### src/rtl/cacheline_burst_adaptor.sv
// cacheline_burst_adaptor: splits 256-bit line fills/writebacks into 4-beat 64-bit memory bursts
module cacheline_burst_adaptor #(
  parameter int LINE_W = 256,
  parameter int BEAT_W = 64
) (
  input  logic              clk,
  input  logic              rst,
  input  logic [31:0]       addr,
  input  logic              read,
  input  logic              write,
  input  logic [LINE_W-1:0] wdata,
  output logic [LINE_W-1:0] rdata,
  output logic              resp,
  output logic [31:0]       bmem_addr,
  output logic              bmem_read,
  output logic              bmem_write,
  output logic [BEAT_W-1:0] bmem_wdata,
  input  logic [BEAT_W-1:0] bmem_rdata,
  input  logic              bmem_resp
);
  typedef enum logic [1:0] {IDLE, READ, WRITE, DONE} state_t;
  state_t state_q, state_d;
  logic [1:0] cnt_q, cnt_d, cnt_n;
  logic [LINE_W-1:0] line_q, line_d, rdata_q, rdata_d;
  logic resp_q, resp_d, bmem_read_q, bmem_read_d, bmem_write_q, bmem_write_d;
  logic [31:0] bmem_addr_q, bmem_addr_d;
  logic [BEAT_W-1:0] bmem_wdata_q, bmem_wdata_d;
  assign cnt_n = cnt_q + 2'd1;
  always_comb begin
    state_d = state_q;
    cnt_d = cnt_q;
    line_d = line_q;
    rdata_d = rdata_q;
    resp_d = 1'b0;
    bmem_read_d = bmem_read_q;
    bmem_write_d = bmem_write_q;
    bmem_addr_d = bmem_addr_q;
    bmem_wdata_d = bmem_wdata_q;
    case (state_q)
      IDLE: begin
        // a write wins over a simultaneous read
        if (write) begin
          line_d = wdata;
          bmem_addr_d = addr & 32'hFFFF_FFE0;
          bmem_write_d = 1'b1;
          bmem_wdata_d = wdata[BEAT_W-1:0];
          state_d = WRITE;
        end else if (read) begin
          bmem_addr_d = addr & 32'hFFFF_FFE0;
          bmem_read_d = 1'b1;
          state_d = READ;
        end
      end
      READ: if (bmem_resp) begin
        line_d[BEAT_W*cnt_q +: BEAT_W] = bmem_rdata;
        cnt_d = cnt_n;
        if (cnt_q == 2'd3) begin
          bmem_read_d = 1'b0;
          rdata_d = line_d;
          resp_d = 1'b1;
          state_d = DONE;
        end
      end
      WRITE: if (bmem_resp) begin
        cnt_d = cnt_n;
        bmem_wdata_d = line_q[BEAT_W*cnt_n +: BEAT_W];
        if (cnt_q == 2'd3) begin
          bmem_write_d = 1'b0;
          resp_d = 1'b1;
          state_d = DONE;
        end
      end
      default: state_d = IDLE;
    endcase
  end
  always_ff @(posedge clk) begin
    if (rst) begin
      state_q <= IDLE;
      cnt_q <= '0;
      line_q <= '0;
      rdata_q <= '0;
      resp_q <= 1'b0;
      bmem_read_q <= 1'b0;
      bmem_write_q <= 1'b0;
      bmem_addr_q <= '0;
      bmem_wdata_q <= '0;
    end else begin
      state_q <= state_d;
      cnt_q <= cnt_d;
      line_q <= line_d;
      rdata_q <= rdata_d;
      resp_q <= resp_d;
      bmem_read_q <= bmem_read_d;
      bmem_write_q <= bmem_write_d;
      bmem_addr_q <= bmem_addr_d;
      bmem_wdata_q <= bmem_wdata_d;
    end
  end
  assign rdata = rdata_q;
  assign resp = resp_q;
  assign bmem_addr = bmem_addr_q;
  assign bmem_read = bmem_read_q;
  assign bmem_write = bmem_write_q;
  assign bmem_wdata = bmem_wdata_q;
endmodule

### config.mk
export PLATFORM = sky130hd
export DESIGN_NAME = cacheline_burst_adaptor
export DESIGN_NICKNAME = d
export VERILOG_FILES = /design/src/rtl/cacheline_burst_adaptor.sv
export SDC_FILE = /design/constraint.sdc
export NUM_CORES = 1
export LEC_CHECK = 0
export ABC_AREA = 1
export BUFFER_PORTS_ARGS = -buffer_cell sky130_fd_sc_hd__buf_2
export CORE_UTILIZATION = 40
export CTS_CLUSTER_DIAMETER = 30
export CTS_CLUSTER_SIZE = 8
export DETAILED_ROUTE_END_ITERATION = 12
export GPL_TIMING_DRIVEN = 0
export MAX_ROUTING_LAYER = met4
export PLACE_DENSITY = 0.63
export SETUP_SLACK_MARGIN = 0.1
export SLEW_MARGIN = 5
export SYNTH_ARGS = -nofsm -noshare
export SYNTH_HDL_FRONTEND = slang
export SYNTH_SLANG_ARGS = --single-unit
### constraint.sdc
create_clock -name clk -period 2.9 [get_ports clk]
set_clock_uncertainty 0.2 [all_clocks]
set_input_delay 0.58 -clock clk [delete_from_list [all_inputs] [get_ports clk]]
set_output_delay 0.58 -clock clk [all_outputs]
set_load 0.01 [all_outputs]
==> results of run 1 <==
-- Yosys cell counts --
library cell and count:
o21ai_0 289, buf_2 104, clkbuf_1 228, buf_1 49, buf_6 21, inv_1 1228
o21ai_1 1, dfxtp_1 610, nor2_1 766, conb_1 1, inv_2 7, nand3_1 450
or2_2 1, nand2_2 1, a21oi_1 580, ha_1 10, clkinv_1 2, o21ai_2 1
nand2_1 1750, buf_4 5
-- report_power, final --
part / total [mW] / internal (mW) / switching, mW
Combinational: 21.0 / 6.04 / 15.0
Sequential: 12.1 / 10.4 / 1.64
Clock: 19.0 / 13.1 / 5.89
-- how the worst max path moves through the flow --
stage                           from  slack [ps]                          end
6_report                         rst          -5      rdata[179]$_SDFFE_PP0P_
5_1_grt        cnt_q[0]$_SDFFE_PP0P_          60      rdata[180]$_SDFFE_PP0P_
4_1_cts        cnt_q[0]$_SDFFE_PP0P_          80       line_q[6]$_SDFFE_PP0P_
2_1_floorplan  cnt_q[0]$_SDFFE_PP0P_         310  bmem_wdata[23]$_SDFFE_PP0P_
3_3_place_gp   cnt_q[0]$_SDFFE_PP0P_       -2610     line_q[211]$_SDFFE_PP0P_
3_5_place_dp   cnt_q[0]$_SDFFE_PP0P_       -2160  bmem_wdata[53]$_SDFFE_PP0P_
-- critical path, cell delays in order --
cell	delay, ps
clkdlybuf4s15_1	780
clkbuf_2	840
buf_1	830
a21oi_1	70
o21ai_0	140
inv_1	60
-- timing repair --
| action | 4_1_cts | 5_1_grt |
|---|---|---|
| hold buffers | 49 | 0 |
| cloned | 1 | 0 |
| gates resized for setup | 107 | 51 |
| endpoints found under the hold margin | 49 | 0 |
| pin swaps | 3 | 0 |
| setup endpoints to repair | 578 | 371 |
| buffers inserted | 11 | 0 |
-- metrics by stage --
step                TNS [ps]  setup WS (ps)  cells
floorplan                  0          305.6   6108
global placement    -1148940          -2609   7952
detailed placement   -930980          -2162   7957
CTS                        0          82.97   8308
global route               0          58.76   8317
finish                -5.418         -5.418   8319
-- layer usage --
layer | vias up | part of all wire, % | routed length (um)
li1 | 20160 | - | -
met1 | 19480 | 40 | 68540
met2 | 2312 | 45 | 77140
met3 | 452 | 9.9 | 16960
met4 | 0 | 5.4 | 9306
met5 | - | 0 | 0
-- registers in the layout (all words and copies together) (netlist names) --
| signal | count |
|---|---|
| state_q | 2 |
| bmem_addr | 27 |
| bmem_write | 1 |
| line_q | 256 |
| bmem_read | 1 |
| rdata | 256 |
| resp | 1 |
| bmem_wdata | 64 |
| cnt_q | 2 |
-- logic make-up (layout without fill, tap and decap cells) --
| group | count (synthesis) | after routing | synth area share, % |
|---|---|---|---|
| and+or+nand+nor | 2968 | 2968 | 33.56 |
| DFF | 610 | 610 | 35.00 |
| buffers and inverters | 1644 | 2700 | 18.57 |
| other | 1 | 16 | 0.01075 |
| AOI/OAI and AO/OA | 871 | 871 | 12.50 |
| adders and majority gates | 10 | 10 | 0.3586 |
-- layout by cell type, fill, tap and decap left out, types with 3 or more instances in the layout --
cell type,n
clkbuf_4,14
clkinv_16,3
bufinv_16,28
inv_6,5
clkinvlp_4,10
clkbuf_16,160
nor2_4,5
clkinv_4,5
nand3_1,449
inv_1,1227
clkbuf_1,188
o21ai_0,289
buf_4,26
dfxtp_1,609
nor2_1,761
buf_8,8
clkinv_2,34
diode_2,11
conb_1,5
buf_2,787
clkbuf_2,41
ha_1,9
dlygate4sd3_1,49
nand2_1,1749
inv_16,4
a21oi_1,580
clkbuf_8,26
inv_2,7
buf_1,41
clkinv_8,4
buf_6,28
-- final cells by class --
cell class | instances | share of cell area [%]
Clock buffer | 200 | 9.354
Buffer | 405 | 4.493
Inverter | 1237 | 9.992
Tap cell | 1144 | 3.069
Timing Repair Buffer | 766 | 8.968
Antenna cell | 11 | 0.05902
Clock inverter | 92 | 2.986
Multi-Input combinational cell | 3854 | 34.89
Sequential cell | 610 | 26.18
==> results.txt, run 1 <==
Clock Pin Slew Worst Setup and Hold Paths -> 50 ps
Most Crowded Layer GR -> met2
Final setup vio count -> 1
Vias per cell -> 5.098
Max-slew headroom -> 31.56%
CP endpoint kind -> flop
Avg Inst Size Synth -> 5.716 um2
Total power -> 52.13 mW
Sequential-to-total area share from yosys stat -> 35.00%
Hold Path Depth -> 5
Final hold vios -> 0
Leak -> 26.27 nW
Total gr overflow -> 0
DRT iter0 DRCs -> 4,889
WS Path Type -> input port to flop
Ranking of synthesized cells by area -> dfxtp_1 35%, nand2_1 19%, inv_1 13%, a21oi_1 8.3%, nor2_1 8.2%
WP data required -> 3310 ps
Worst-Margin Slew -> 1027 ps
M2 GR Usage -> 59.65%
Mapped Area -> 0.03489 mm2
Final ANT Viol Nets -> 0
CTS tree -> built
Crit-path max FO -> 12
Core area -> 0.08582 mm2
Max Slew Vio Count -> 0
Max Cap Viol -> 0
Syn-to-layout area delta -> 33.68%
Fin worst setup slack -> -5.418 ps
Vias in the first global route -> 38,690
Row count -> 107
Final Cell Area -> 0.04664 mm2
Met3 Usage GRT -> 7.574%
Residual DRC count -> 0
Period minus WS final -> 2905 ps
Wirelength per Cell -> 20.67 um
DRT Pass-1 Iters -> 8
Post-route core utilization -> 54.35%
Yosys top cell by area -> dfxtp_1
Final HPWL DP -> 130,800 um
Failing checks -> negative setup slack
H-Tree Level Count -> 4
Share of Yosys cell area claimed by the top area cell type -> 35.00%
Nets@finish -> 7,400
Fill cells -> 9,060
Largest net degree at the start of global routing -> 20
Worst vdd rail ir drop -> 0.0005201 V
Yosys warns -> 0
Seq. cell area -> 0.01221 mm2
Clock buffer depth -> 3
R2r setup slk -> 70 ps
RSZ-0062 raised after global routing -> true
Worst path arrival time -> 3320 ps
Cells after Synth -> 6,104
Die Wd -> 297.3 um
TritonCTS buffer count -> 159
Synth cell types -> 20
Placed instance area -> 0.03992 mm2
Root buf cell -> clkbuf_16
Yosys reg bits -> 610
Hold Slack -> 33.31 ps
RR Endpoint -> rdata[179]$_SDFFE_PP0P_
Die ar. -> 0.08841 mm2
Hold WC Path Type -> input port to flop
Die height -> 297.3 um
Initial antenna violation count -> 14
Total GRT Usage -> 38.65%
Total power density per cell area -> 1118 mW/mm2
GR Util met1 -> 47.90%
Fmax -> 0.3442 GHz
Worst Hold End -> line_q[164]$_SDFFE_PP0P_
Status -> finished with violations
Final period util -> 100.2%
Critical path startpoint category -> input port
Initial Util -> 40.66%
Share of layout cells above drive strength 1 -> 16.83%
FF-to-FF path depth -> 11
Clk_lat worst skew -> 750 ps
R2R Path Start -> cnt_q[0]$_SDFFE_PP0P_
Clock Sinks -> 610
Final WL -> 172,000 um
IO Pins -> 712
Vias -> 42,410
Multi-input logic area -> 0.01628 mm2
Port Buffers -> 700
Hold Crit Start -> wdata[164]
First-pass GRT wire length -> 247,800 um
Gpl congestion -> 1.015
Note: power is estimated with default switching activity, not from simulation.
==> run 2, diff against run 1 <==
CORE_MARGIN = 8   (was not set)
==> run 2 against run 1 <==
  * The run now ends clean
  * Utilization rose by 0.38 points
  * Highest routed layer unchanged
  * Clock-buffer cell count rose by 16
  * Flip-flop and latch count did not move
  * First-iteration DRC count rose by 4.3%
  * Register-to-register slack improved by 40 ps
  * Total power rose by 2.4%
  * Wire length rose by 3.7%
  * Hold slack got worse by 9.8 ps
  * Largest cell class unchanged
  * Clock power rose by 6%
==> results.txt, run 2 (same netlist as run 1, synthesis figures left out) <==
Status -> complete, no violations (was finished with violations)
RSZ-0062 raised after global routing -> true (unchanged)
DRT Pass-1 Iters -> 9 (was 8)
Initial antenna violation count -> 20 (was 14)
TritonCTS buffer count -> 173 (was 159)
DRT iter0 DRCs -> 5,098 (was 4,889)
Largest net degree at the start of global routing -> 22 (was 20)
Layout Cells excl Fill -> 8,392 (was 8,319)
Multi-input logic area -> 0.01629 mm2 (was 0.01628 mm2)
Initial Util -> 40.28% (was 40.66%)
IO Pins -> 712 (unchanged)
Fmax -> 0.3589 GHz (was 0.3442 GHz)
Clock buffer depth -> 3 (unchanged)
Crit-path most repeated cell -> buf_8
Part of the power in the clock network -> 37.8% (was 36.5%)
Critical path's largest stage delay -> 410 ps (was 840 ps)
Seq pwr share -> 22.6% (was 23.2%)
Syn-to-layout area delta -> 35.87% (was 33.68%)
WS Path Type -> flop to flop (was input port to flop)
Die height -> 311.3 um (was 297.3 um)
Leak -> 26.58 nW (was 26.27 nW)
Vias per cell -> 5.056 (was 5.098)
Clk_lat worst skew -> 770 ps (was 750 ps)
Max Slew Vio Count -> 0 (unchanged)
Family with the most delay on the worst path -> buffers and inverters (unchanged)
Max Cap Viol -> 0 (unchanged)
Switching power -> 22.78 mW (was 22.52 mW)
Vias -> 42,430 (was 42,410)
Nets@finish -> 7,443 (was 7,400)
Comb pwr share -> 39.6% (was 40.3%)
Share of layout cells above drive strength 1 -> 17.02% (was 16.83%)
Hold Slack -> 23.53 ps (was 33.31 ps)
Max-slew headroom -> 37.66% (was 31.56%)
Die ar. -> 0.09693 mm2 (was 0.08841 mm2)
Worst vdd rail ir drop -> 0.0005286 V (was 0.0005201 V)
Fill cells -> 9,028 (was 9,060)
Commonest non-fill, non-tap cell in the layout -> nand2_1 (unchanged)
CP endpoint kind -> flop (unchanged)
First-pass GRT wire length -> 257,500 um (was 247,800 um)
Sw frac -> 42.67% (was 43.20%)
Final period util -> 96.08% (was 100.2%)
Die Wd -> 311.3 um (was 297.3 um)
Total gr overflow -> 0 (unchanged)
Total GRT Usage -> 35.90% (was 38.65%)
Worst path arrival time -> 3220 ps (was 3320 ps)
Row count -> 108 (was 107)
H-Tree Level Count -> 4 (unchanged)
Critical path startpoint category -> flop (was input port)
Seq. cell area -> 0.01221 mm2 (unchanged)
Placed insts -> 7,966 (was 7,957)
Final ANT Viol Nets -> 0 (unchanged)
Period minus WS final -> 2786 ps (was 2905 ps)
R2r setup slk -> 110 ps (was 70 ps)
Hold WC Path Type -> input port to flop (unchanged)
Wirelength per Cell -> 21.25 um (was 20.67 um)
Port Buffers -> 700 (unchanged)
WP data required -> 3340 ps (was 3310 ps)
Residual DRC count -> 0 (unchanged)
Root buf cell -> clkbuf_16 (unchanged)
Setup_tns -> 0 ps (was -5.418 ps)
Critical-path cell list -> buf_8 > inv_8 > clkbuf_16 > ha_4 > buf_8 > buf_1 > nor2_1 > nand3_1 > nand2_1 > o21ai_0 > inv_1 (was clkdlybuf4s15_1 > clkbuf_2 > buf_1 > a21oi_1 > o21ai_0 > inv_1)
Worst-Margin Slew -> 935.1 ps (was 1027 ps)
CTS tree -> built (unchanged)
Total power density per cell area -> 1126 mW/mm2 (was 1118 mW/mm2)
Clock Sinks -> 610 (unchanged)
Final setup vio count -> 0 (was 1)
Final WL -> 178,400 um (was 172,000 um)
Core area -> 0.08662 mm2 (was 0.08582 mm2)
Worst path slowest cell -> buf_1 (was clkbuf_2)
Clock Pin Slew Worst Setup and Hold Paths -> 50 ps (about the same)
Internal power -> 30.61 mW (was 29.61 mW)
Vias in the first global route -> 40,060 (was 38,690)
Most frequent cells in the layout -> 1,750 x nand2_1, 1,227 x inv_1, 787 x buf_2 (was 1,749 x nand2_1, 1,227 x inv_1, 787 x buf_2)
WP buf/inv -> 6 (was 4)
Final HPWL DP -> 135,000 um (was 130,800 um)
Gpl congestion -> 0.9854 (was 1.015)
Final hold vios -> 0 (unchanged)
Crit-path max FO -> 11 (was 12)
run 2: final timing paths:
| kind | startpoint | end | cells after the start |
|---|---|---|---|
| worst max-delay path | cnt_q[0]$_SDFFE_PP0P_ | rdata[150]$_SDFFE_PP0P_ | 11 |
| worst max register to register | cnt_q[0]$_SDFFE_PP0P_ | rdata[150]$_SDFFE_PP0P_ | 11 |
| worst min-delay path | wdata[218] | line_q[218]$_SDFFE_PP0P_ | 5 |
| worst min register to register | bmem_read$_SDFFE_PP0P_ | bmem_read$_SDFFE_PP0P_ | 2 |
run 2: layout make-up:
class	instances	area share, %
plain buffers	405	4.431
diodes	15	0.07918
repair buffers	795	9.481
clock buffers	216	10.02
flip-flops and latches	610	25.76
clock inverters	105	2.985
well taps	1155	3.048
multi-input cells	3854	34.36
inverters	1237	9.834
run 2: power by group through the flow:
stage                     logic, mW  clock network, mW  registers [mW]
after floorplan                12.1                  0            11.9
after detailed placement       19.7                  0            12.1
after CTS                      20.5               20.2            12.0
after global placement         19.5                  0            12.1
final                          21.1               20.2            12.1
after global routing           22.9               20.7            12.2
run 2: repair_timing:
item / 4_1_cts / 5_1_grt
gates cloned: 0 / 1
endpoints found under the setup margin: 578 / 445
hold buffers: 82 / 0
hold endpoints to repair: 83 / 0
buffers inserted: 7 / 2
pin swaps: 2 / 2
resized for setup: 113 / 26
run 2: through the flow:
step                total power [mW]  setup slack (ps)  cell area, um2  util [%]
finish                         53.39             113.6           47410     54.73
global route                   55.92             77.31           47400     54.73
CTS                            52.67             91.81           47280     54.58
detailed placement             31.84             -2251           39930     46.10
global placement               31.53             -2582           39850     46.01
floorplan                      23.95             305.6           34900         -
run 2: worst reg2reg max path: stages (launching register included):
cell       delay (ps)
dfxtp_2           340
buf_8             160
inv_8             160
clkbuf_16         220
ha_4              200
buf_8             220
buf_1             420
nor2_1            170
nand3_1           220
nand2_1           100
o21ai_0           190
inv_1              60
run 2: routing by layer:
| layer | track usage (%) | routed length [um] | up-vias |
|---|---|---|---|
| li1 | - | - | 20230 |
| met1 | 44.18 | 71950 | 19510 |
| met2 | 55.34 | 79470 | 2218 |
| met3 | 7.732 | 16760 | 474 |
| met4 | 18.31 | 10190 | 0 |
| met5 | - | 0 | - |
